**src/rtl/alu_seq_ctrl.sv**
```systemverilog
// alu_seq_ctrl
// Four-state sequencer (IDLE -> READ -> EXEC -> WB) for the R/I-type execute path.
// It accepts one MIPS-format instruction per handshake and reads both source registers.
// It drives the shared combinational ALU, then writes the result back with a done pulse.
// Unsupported encodings are dropped after READ with a one-cycle illegal pulse.

module alu_seq_ctrl #(
    parameter int DATA_W  = 32,
    parameter int RADDR_W = 5
) (
    input  logic               clk,
    input  logic               rst,
    input  logic               instr_valid,
    output logic               instr_ready,
    input  logic [31:0]        instr,
    output logic [RADDR_W-1:0] rf_raddr_a,
    output logic [RADDR_W-1:0] rf_raddr_b,
    input  logic [DATA_W-1:0]  rf_rdata_a,
    input  logic [DATA_W-1:0]  rf_rdata_b,
    output logic [2:0]         alu_op,
    output logic [DATA_W-1:0]  alu_a,
    output logic [DATA_W-1:0]  alu_b,
    input  logic [DATA_W-1:0]  alu_result,
    input  logic               alu_zf,
    output logic               rf_we,
    output logic [RADDR_W-1:0] rf_waddr,
    output logic [DATA_W-1:0]  rf_wdata,
    output logic               done,
    output logic               illegal,
    output logic               zf_q
);

    typedef enum logic [1:0] {
        ST_IDLE = 2'd0,
        ST_READ = 2'd1,
        ST_EXEC = 2'd2,
        ST_WB   = 2'd3
    } state_t;

    // Decoded view of an instruction word.
    typedef struct packed {
        logic       legal;
        logic [2:0] op;
        logic       use_imm;   // operand B comes from imm instead of rt data
        logic       sext_imm;  // imm is sign-extended (else zero-extended)
        logic       shift_a;   // operand A is only rs_data[4:0] (sllv)
        logic [4:0] dest;
    } dec_t;

    function automatic dec_t decode(input logic [31:0] ins);
        dec_t d;
        d.legal    = 1'b0;
        d.op       = 3'b000;
        d.use_imm  = 1'b0;
        d.sext_imm = 1'b0;
        d.shift_a  = 1'b0;
        d.dest     = ins[20:16];
        case (ins[31:26])
            6'b000000: begin
                d.dest = ins[15:11];
                case (ins[5:0])
                    6'b100100: begin d.legal = 1'b1; d.op = 3'b000; end
                    6'b100101: begin d.legal = 1'b1; d.op = 3'b001; end
                    6'b100110: begin d.legal = 1'b1; d.op = 3'b010; end
                    6'b100111: begin d.legal = 1'b1; d.op = 3'b011; end
                    6'b100000: begin d.legal = 1'b1; d.op = 3'b100; end
                    6'b100010: begin d.legal = 1'b1; d.op = 3'b101; end
                    6'b101011: begin d.legal = 1'b1; d.op = 3'b110; end
                    6'b000100: begin d.legal = 1'b1; d.op = 3'b111; d.shift_a = 1'b1; end
                    default:   d.legal = 1'b0;
                endcase
            end
            6'b001000: begin d.legal = 1'b1; d.op = 3'b100; d.use_imm = 1'b1; d.sext_imm = 1'b1; end
            6'b001011: begin d.legal = 1'b1; d.op = 3'b110; d.use_imm = 1'b1; d.sext_imm = 1'b1; end
            6'b001100: begin d.legal = 1'b1; d.op = 3'b000; d.use_imm = 1'b1; end
            6'b001101: begin d.legal = 1'b1; d.op = 3'b001; d.use_imm = 1'b1; end
            6'b001110: begin d.legal = 1'b1; d.op = 3'b010; d.use_imm = 1'b1; end
            default:   d.legal = 1'b0;
        endcase
        return d;
    endfunction

    state_t              state_r;
    state_t              state_s;
    logic [31:0]         instr_r;
    logic [RADDR_W-1:0]  waddr_r;
    logic [2:0]          alu_op_r;
    logic [DATA_W-1:0]   alu_a_r;
    logic [DATA_W-1:0]   alu_b_r;
    logic [DATA_W-1:0]   wdata_r;
    logic                zf_r;
    logic                rf_we_r;
    logic                done_r;
    logic                illegal_r;
    logic [DATA_W-1:0]   opa_s;
    logic [DATA_W-1:0]   opb_s;
    dec_t                dec_in_s;
    dec_t                dec_lat_s;

    // The incoming word is decoded at accept so the illegal pulse can be registered for READ.
    assign dec_in_s  = decode(instr);
    assign dec_lat_s = decode(instr_r);

    assign instr_ready = (state_r == ST_IDLE);
    assign rf_raddr_a  = instr_r[25:21];
    assign rf_raddr_b  = instr_r[20:16];
    assign alu_op      = alu_op_r;
    assign alu_a       = alu_a_r;
    assign alu_b       = alu_b_r;
    assign rf_we       = rf_we_r;
    assign rf_waddr    = waddr_r;
    assign rf_wdata    = wdata_r;
    assign done        = done_r;
    assign illegal     = illegal_r;
    assign zf_q        = zf_r;

    // State register; reset returns to IDLE from any state.
    always_ff @(posedge clk) begin
        if (rst) begin
            state_r <= ST_IDLE;
        end else begin
            state_r <= state_s;
        end
    end

    // Next-state logic; an illegal word leaves READ straight back to IDLE.
    always_comb begin
        state_s = state_r;
        case (state_r)
            ST_IDLE: begin
                if (instr_valid) begin
                    state_s = ST_READ;
                end else begin
                    state_s = ST_IDLE;
                end
            end
            ST_READ: begin
                if (dec_lat_s.legal) begin
                    state_s = ST_EXEC;
                end else begin
                    state_s = ST_IDLE;
                end
            end
            ST_EXEC: state_s = ST_WB;
            ST_WB:   state_s = ST_IDLE;
            default: state_s = ST_IDLE;
        endcase
    end

    // Operand selection from the register-file read data and the latched immediate.
    always_comb begin
        opa_s = rf_rdata_a;
        opb_s = rf_rdata_b;
        if (dec_lat_s.shift_a) begin
            opa_s = {{(DATA_W-5){1'b0}}, rf_rdata_a[4:0]};
        end else begin
            opa_s = rf_rdata_a;
        end
        if (dec_lat_s.use_imm) begin
            if (dec_lat_s.sext_imm) begin
                opb_s = {{(DATA_W-16){instr_r[15]}}, instr_r[15:0]};
            end else begin
                opb_s = {{(DATA_W-16){1'b0}}, instr_r[15:0]};
            end
        end else begin
            opb_s = rf_rdata_b;
        end
    end

    // Accept latch, ALU staging in EXEC, result capture and the one-cycle WB/illegal pulses.
    always_ff @(posedge clk) begin
        if (rst) begin
            instr_r   <= 32'd0;
            waddr_r   <= {RADDR_W{1'b0}};
            alu_op_r  <= 3'b000;
            alu_a_r   <= {DATA_W{1'b0}};
            alu_b_r   <= {DATA_W{1'b0}};
            wdata_r   <= {DATA_W{1'b0}};
            zf_r      <= 1'b0;
            rf_we_r   <= 1'b0;
            done_r    <= 1'b0;
            illegal_r <= 1'b0;
        end else begin
            alu_op_r  <= 3'b000;
            alu_a_r   <= {DATA_W{1'b0}};
            alu_b_r   <= {DATA_W{1'b0}};
            rf_we_r   <= 1'b0;
            done_r    <= 1'b0;
            illegal_r <= 1'b0;
            case (state_r)
                ST_IDLE: begin
                    if (instr_valid) begin
                        instr_r   <= instr;
                        waddr_r   <= dec_in_s.dest;
                        illegal_r <= ~dec_in_s.legal;
                    end
                end
                ST_READ: begin
                    if (dec_lat_s.legal) begin
                        alu_op_r <= dec_lat_s.op;
                        alu_a_r  <= opa_s;
                        alu_b_r  <= opb_s;
                    end
                end
                ST_EXEC: begin
                    wdata_r <= alu_result;
                    zf_r    <= alu_zf;
                    rf_we_r <= (waddr_r != {RADDR_W{1'b0}});
                    done_r  <= 1'b1;
                end
                ST_WB: begin
                end
                default: begin
                end
            endcase
        end
    end

endmodule

```
**config.mk**
```make
export PLATFORM = sky130hd
export DESIGN_NAME = alu_seq_ctrl
export DESIGN_NICKNAME = d
export VERILOG_FILES = /design/src/rtl/alu_seq_ctrl.sv
export SDC_FILE = /design/constraint.sdc
export NUM_CORES = 1
export LEC_CHECK = 0
export CAP_MARGIN = 10
export CORE_MARGIN = 2
export CORE_UTILIZATION = 40
export DETAILED_ROUTE_END_ITERATION = 8
export GPL_ROUTABILITY_DRIVEN = 0
export PLACE_DENSITY = 0.88
export SLEW_MARGIN = 30
export SYNTH_ARGS = -nofsm -noshare
export SYNTH_HDL_FRONTEND = slang
export SYNTH_SLANG_ARGS = --single-unit
```
**constraint.sdc**
```tcl
create_clock -name clk -period 2.7 [get_ports clk]
set_clock_uncertainty 0.2 [all_clocks]
set_input_delay 0.405 -clock clk [delete_from_list [all_inputs] [get_ports clk]]
set_output_delay 0.405 -clock clk [all_outputs]
set_load 0.02 [all_outputs]
```
==> results of run 1 <==
path summary, 6_finish.rpt:
| check | cells past startpoint | slack, ns | startpoint | endpoint |
|---|---|---|---|---|
| worst min-delay path | 2 | 0.25 | rf_wdata[6]$_SDFFE_PP0P_ | rf_wdata[6]$_SDFFE_PP0P_ |
| worst max-delay path | 2 | 0.42 | flip-flop | instr_ready |
| worst min register to register | 2 | 0.25 | rf_wdata[6]$_SDFFE_PP0P_ | rf_wdata[6]$_SDFFE_PP0P_ |
| worst max register to register | 5 | 0.43 | instr_r[28]$_SDFFE_PP0P_ | alu_a[26]$_SDFF_PP0_ |
cells in the mapped netlist (2+ instances only):
cell	count
a211oi_1	7
a21oi_1	103
and2_1	6
and3_1	27
buf_2	4
buf_4	13
clkbuf_1	32
dfxtp_1	142
inv_1	2
mux2i_1	5
nand2_1	187
nand2b_1	3
nand3_1	4
nand4b_1	2
nor2_1	10
nor2b_1	2
nor3_1	2
nor3b_1	2
o2111ai_1	2
o21a_1	2
o21ai_0	5
or3b_2	2
xnor2_1	2
per-stage QoR:
step	cells	hold WS, ns	utilization, %	instance area [µm²]
final	989	0.253	67.6	8150
after global routing	989	0.271	67.6	8150
after CTS	989	0.254	67.6	8150
after detailed placement	957	0.246	62.4	7520
after global placement	957	0.240	62.4	7520
after floorplan	580	0.232	-	4960
state kept, by name, indices dropped and copies added, names as in the netlist, 3 cells and up, named ones only:
register  cells
instr_r      32
rf_waddr      5
rf_wdata     32
alu_op        3
alu_a        32
alu_b        32
power groups by stage:
stage	combinational, mW	clock, mW	sequential, mW
finish	0.566	2.46	2.20
global route	0.611	2.59	2.21
CTS	0.569	2.50	2.20
detailed placement	0.563	0	2.25
global placement	0.557	0	2.24
floorplan	0.224	0	2.27
layer usage:
| metal | vias up | GRT usage [%] |
|---|---|---|
| met5 | - | 0 |
| met2 | 159 | 37.7 |
| met3 | 11 | 7.85 |
| li1 | 2362 | - |
| met1 | 2137 | 24.9 |
| met4 | 0 | 6.18 |
cell type report:
type	count	area [µm²]	share of cell area [%]
clock buffer	18	439	5.39
clock inverter	14	190	2.33
inverter	3	11.3	0.138
multi-input combinational	384	1860	22.8
sequential	142	2840	34.9
tap	168	210	2.58
timing repair buffer	260	2600	31.9
placed cells by master, fill, tap and decap left out, types with 2 or more instances in the layout:
cell type and instances:
o21a_1 2, clkinv_2 4, nand2b_1 3, and3_1 27, o21ai_0 5, buf_4 8, o2111ai_1 2, nor3b_1 2
clkinv_4 2, or3b_2 2, xnor2_1 2, buf_12 2, inv_1 2, nor2_1 10, clkdlybuf4s50_1 249, a21oi_1 103
inv_6 2, nand2_1 187, nand4b_1 2, a211oi_1 7, bufinv_16 4, nor3_1 2, and2_1 6, mux2i_1 5
clkbuf_16 17, nand3_1 4, clkinvlp_4 2, dfxtp_1 142
cells by family after synthesis:
| logic type | Yosys count | synth area share [%] |
|---|---|---|
| buffers and inverters | 54 | 5.20 |
| and+or+nand+nor | 251 | 22.3 |
| xor gates and xnor gates | 3 | 0.530 |
| DFF | 142 | 57.3 |
| muxes | 6 | 1.24 |
| AOI/OAI and AO/OA | 124 | 13.4 |
tightest hold or removal path: cells and delay by family (launching register included):
kind | cells | cell delay, ns
AOI/OAI and AO/OA | 1 | 0.05
DFF | 1 | 0.30
and+or+nand+nor | 1 | 0.05
==> flow_metrics.py, run 1 <==
metrics = {
    "routing": {
        "met3RoutedLength_mm": 1.01,
        "num_vias": 4669,
        "first_pass_iters": 4,
        "wl_met2_mm": 7.44,
        "ant_nets": 0,
        "wl_met1_mm": 5.94,
        "highest-signal-layer": "met4",
        "first_iter_violations": 394,
        "drc": 0,
        "viasPerCell": 4.72,
        "route.final.wire_length_mm": 14.6,
        "post_drt_wl_per_cell_um": 14.7,
    },
    "worst_setup_path": {
        "path_cells": "nor2_1, clkdlybuf4s50_1",
        "critical_path_buf_inv_count": 1,
        "crit_fanout": 4,
        "worstSetupPathType": "reg2out",
        "crit_family": "buffers and inverters",
        "crit_required_ns": 2.10,
        "cp-start-kind": "flip-flop",
        "critical_path_arrival_ns": 1.68,
        "critPathCaptureType": "output port",
        "critical_path.slowest_cell": "clkdlybuf4s50_1",
        "critical-path-max-stage-delay_ns": 0.68,
    },
    "power_and_ir_drop": {
        "report.power.total_mw": 5.23,
        "pwr_cell_area_nw_per_um2": 641,
        "clockPowerShare_pct": 47.0,
        "power.internal_mw": 4.04,
        "max-vdd-ir-drop_mv": 0.462,
        "cellLeakagePower_nw": 3.16,
        "share_seq_of_total_power_pct": 42.1,
        "part_of_the_total_power_dissipated_in_combinational_logic_pct": 10.8,
        "switching_share_pct": 22.7,
        "switching_power_mw": 1.19,
    },
    "job": {
        "max_cap_violations": 0,
    },
    "timing": {
        "report.final.setup_viol": 0,
        "final-hold-violation-count": 0,
        "period_share_pct": 84.5,
        "final.setup.tns_ns": 0,
        "grt_setup_unrepaired": "no",
        "slew_viol_final": 0,
        "slew-limit-headroom_pct": 47.8,
        "worst_pin_slew_ns": 0.783,
        "max_freq_mhz": 438,
        "final.setup.worst_slack_ns": 0.419,
        "min_period_ns": 2.28,
    },
    "die": {
        "core_region_area_um2": 12100,
        "dieArea_um2": 13300,
        "initial_core_utilization_pct": 41.1,
        "die_h_um": 115,
        "placementRows": 40,
        "num_io_pins": 251,
        "dieWidth_um": 115,
    },
    "clock_network": {
        "clkTransAtPathRegs_ns": 0.06,
        "cts.repair_timing.setup_buffer_count": 0,
        "cts_max_level": 4,
        "clock_insertion_delay_worst_skew_ns": 0.41,
        "gates_resized_cts_repair": 0,
        "clock_tree.root_cell": "clkbuf_16",
        "tritoncts": "done",
        "cts_hold_buffers": 0,
        "tritoncts_num_sinks": 142,
        "numCtsBuffers": 17,
        "ctsLongestPathBuffers": 2,
    },
    "status": {
        "run_status": "finished, final reports clean",
    },
    "logic_synthesis": {
        "synth_nets": 712,
        "area_of_the_mapped_netlist_um2": 4960,
        "synth.largest_area_cell": "dfxtp_1",
        "ys_seq_area_share_pct": 57.3,
        "ys.warnings.count": 0,
        "yosys-top-cells-area": "dfxtp_1 57%, nand2_1 14%, a21oi_1 10%, and3_1 3.4%, clkbuf_1 2.4%",
        "post_synthesis_register_bit_count": 142,
        "post_synth_num_cell_types": 37,
        "postSynthAreaPerCell_um2": 8.55,
        "synth_top_cell_area_share_pct": 57.3,
        "number_of_flops_mapped_to_enable_cells_by_yosys": 0,
        "asyncSetResetFlopFracSynth_pct": 0,
        "postSynthCellCount": 580,
        "predominant_post_synthesis_flop_cell": "dfxtp_1",
    },
    "grt": {
        "largest_net_degree_at_the_start_of_global_routing": 75,
        "grt_antenna_before_repair": 0,
        "grt_first_pass_wirelength_mm": 22.2,
        "grt_pass1_vias": 4505,
        "global_route.overflow_total": 0,
        "globalRouteTotalUtil_pct": 21.6,
    },
    "place": {
        "post-place-ws_ns": 0.435,
        "placed_wire_length_estimate_mm": 10.3,
        "port_buffers": 250,
    },
    "final_layout": {
        "layout-drive-gt1-share_pct": 6.46,
        "syn2layout_area_growth_pct": 64.4,
        "diodes_inserted": 0,
        "n_fill_cell": 962,
        "final_net_count": 940,
    },
    "hold_path": {
        "hold_path_class": "reg2reg",
    },
}
(Power assumes the default switching activity.)
==> run 2: changes to the inputs <==
==> constraint.sdc (replaced) <==
create_clock -name clk -period 2.2 [get_ports clk]
set_clock_uncertainty 0.2 [all_clocks]
set_input_delay 0.33 -clock clk [delete_from_list [all_inputs] [get_ports clk]]
set_output_delay 0.33 -clock clk [all_outputs]
set_load 0.02 [all_outputs]
==> run 2 against run 1 <==
  * Hold slack got worse by 0.13 ns
  * Wire length up 1.5%
  * Combinational power grew 26%
  * Critical path depth is 4 higher
  * Non-clock buffer count grew 8
  * Sequential share of layout area decreased by 0.37 points
  * Critical path type is now reg2reg
  * Critical endpoint is now alu_a[12]$_SDFF_PP0_
==> flow_metrics.py, run 2 (synthesis results as in run 1) <==
metrics = {
    "clock_network": {
        "tritoncts": "done",
        "tritoncts_num_sinks": 142,
        "clock_tree.root_cell": "clkbuf_16",
        "cts_max_level": 4,
        "ctsLongestPathBuffers": 2,
        "clock_insertion_delay_worst_skew_ns": 0.40,
        "cts.repair_timing.setup_buffer_count": 0,
        "cts_hold_buffers": 0,
        "clkTransAtPathRegs_ns": 0.06,
        "gates_resized_cts_repair": 1,
        "numCtsBuffers": 17,
    },
    "timing": {
        "worst_pin_slew_ns": 0.362,
        "report.final.setup_viol": 0,
        "slew_viol_final": 0,
        "period_share_pct": 94.5,
        "max_freq_mhz": 481,
        "final-hold-violation-count": 0,
        "grt_setup_unrepaired": "no",
        "slew-limit-headroom_pct": 75.8,
        "min_period_ns": 2.08,
        "final.setup.tns_ns": 0,
    },
    "final_layout": {
        "layout-drive-gt1-share_pct": 7.36,
        "mostFrequentLayoutCells": "248 x clkdlybuf4s50_1, 187 x nand2_1, 142 x dfxtp_1",
        "syn2layout_area_growth_pct": 66.1,
        "mostFrequentLayoutCell": "clkdlybuf4s50_1",
        "final_net_count": 948,
        "postLayoutCellArea_um2": 8240,
        "n_fill_cell": 942,
    },
    "routing": {
        "first_pass_iters": 5,
        "num_vias": 4788,
        "post_drt_wl_per_cell_um": 14.8,
        "drc": 0,
        "first_iter_violations": 355,
        "viasPerCell": 4.80,
        "ant_nets": 0,
        "route.final.wire_length_mm": 14.8,
    },
    "place": {
        "placed_wire_length_estimate_mm": 10.6,
        "placedInstanceArea_um2": 7610,
        "port_buffers": 250,
    },
    "worst_setup_path": {
        "critical-path-max-stage-delay_ns": 0.47,
        "critical_path_arrival_ns": 2.23,
        "crit_fanout": 32,
        "critical_path.slowest_cell": "dfxtp_1",
        "cp-start-kind": "flip-flop",
        "path_cells": "or3b_2, a31oi_1, o21a_1, o21a_2, buf_12, and3_1",
        "crit_family": "simple AND/OR/NAND/NOR gates",
        "crit_required_ns": 2.35,
        "critPathCaptureType": "flip-flop",
        "critical_path_buf_inv_count": 1,
        "worstSetupPathType": "reg2reg",
    },
    "power_and_ir_drop": {
        "report.power.total_mw": 6.41,
        "max-vdd-ir-drop_mv": 0.523,
        "switching_share_pct": 22.6,
        "part_of_the_total_power_dissipated_in_combinational_logic_pct": 11.1,
        "share_seq_of_total_power_pct": 42.1,
        "power.internal_mw": 4.97,
        "pwr_cell_area_nw_per_um2": 778,
        "switching_power_mw": 1.45,
        "cellLeakagePower_nw": 3.19,
        "clockPowerShare_pct": 46.8,
    },
    "die": {
        "dieArea_um2": 13300,
        "core_region_area_um2": 12100,
        "initial_core_utilization_pct": 41.1,
        "placementRows": 40,
        "num_io_pins": 251,
        "dieWidth_um": 115,
        "die_h_um": 115,
    },
    "grt": {
        "largest_net_degree_at_the_start_of_global_routing": 75,
        "grt_pass1_vias": 4358,
        "grt_antenna_before_repair": 1,
        "globalRouteTotalUtil_pct": 21.7,
        "global_route.overflow_total": 0,
        "grt_first_pass_wirelength_mm": 22.3,
    },
    "job": {
        "max_cap_violations": 0,
    },
    "status": {
        "run_status": "finished, final reports clean",
    },
    "hold_path": {
        "hold_path_class": "in2reg",
    },
}
## run 2: power groups by stage
stage	Combinational (mW)	Sequential (mW)	Clock, mW
floorplan	0.275	2.78	0
global placement	0.701	2.75	0
detailed placement	0.711	2.75	0
CTS	0.716	2.70	3.06
global route	0.773	2.71	3.17
finish	0.714	2.70	3.00
## run 2: path summary, 6_finish.rpt
kind	start	endpoint	slack (ns)	cells after the start
max	instr_r[2]$_SDFFE_PP0P_	alu_a[12]$_SDFF_PP0_	0.12	6
min reg2reg	rf_wdata[21]$_SDFFE_PP0P_	rf_wdata[21]$_SDFFE_PP0P_	0.25	2
max reg2reg	instr_r[2]$_SDFFE_PP0P_	alu_a[12]$_SDFF_PP0_	0.12	6
min	rst	flip-flop	0.13	4
## run 2: worst min-delay path: cells and delay by family
family | cells | cell delay (ns)
simple gates | 1 | 0.07
compound gates | 2 | 0.16
buf+inv | 1 | 0.11
## run 2: area by class of cell
type | count | area, µm² | share of cell area, %
flip-flops and latches | 142 | 2840 | 34.5
repair buffers | 268 | 2680 | 32.5
multi-input cells | 384 | 1860 | 22.6
clock buffers | 18 | 439 | 5.33
well taps | 168 | 210 | 2.55
clock inverters | 14 | 190 | 2.31
inverters | 3 | 11.3 | 0.137
diodes | 1 | 2.50 | 0.0304
## run 2: stage by stage
step                hold slack [ns]  util (%)  setup slack, ns  instances
finish                        0.127      68.3            0.120        998
CTS                           0.109      68.3            0.118        997
floorplan                     0.232         -            0.263        580
detailed placement            0.246      63.1            0.134        965
global route                  0.135      68.3           0.0270        998
global placement              0.240      63.1            0.135        965
## run 2: metal layers
layer  wire [µm]  global-route usage, %  vias to the layer above
met2        7600                   36.5                      184
met4         297                   9.24                        0
met1        5890                   26.2                     2206
met5           0                      0                        -
met3         996                   5.90                       22
li1            -                      -                     2376
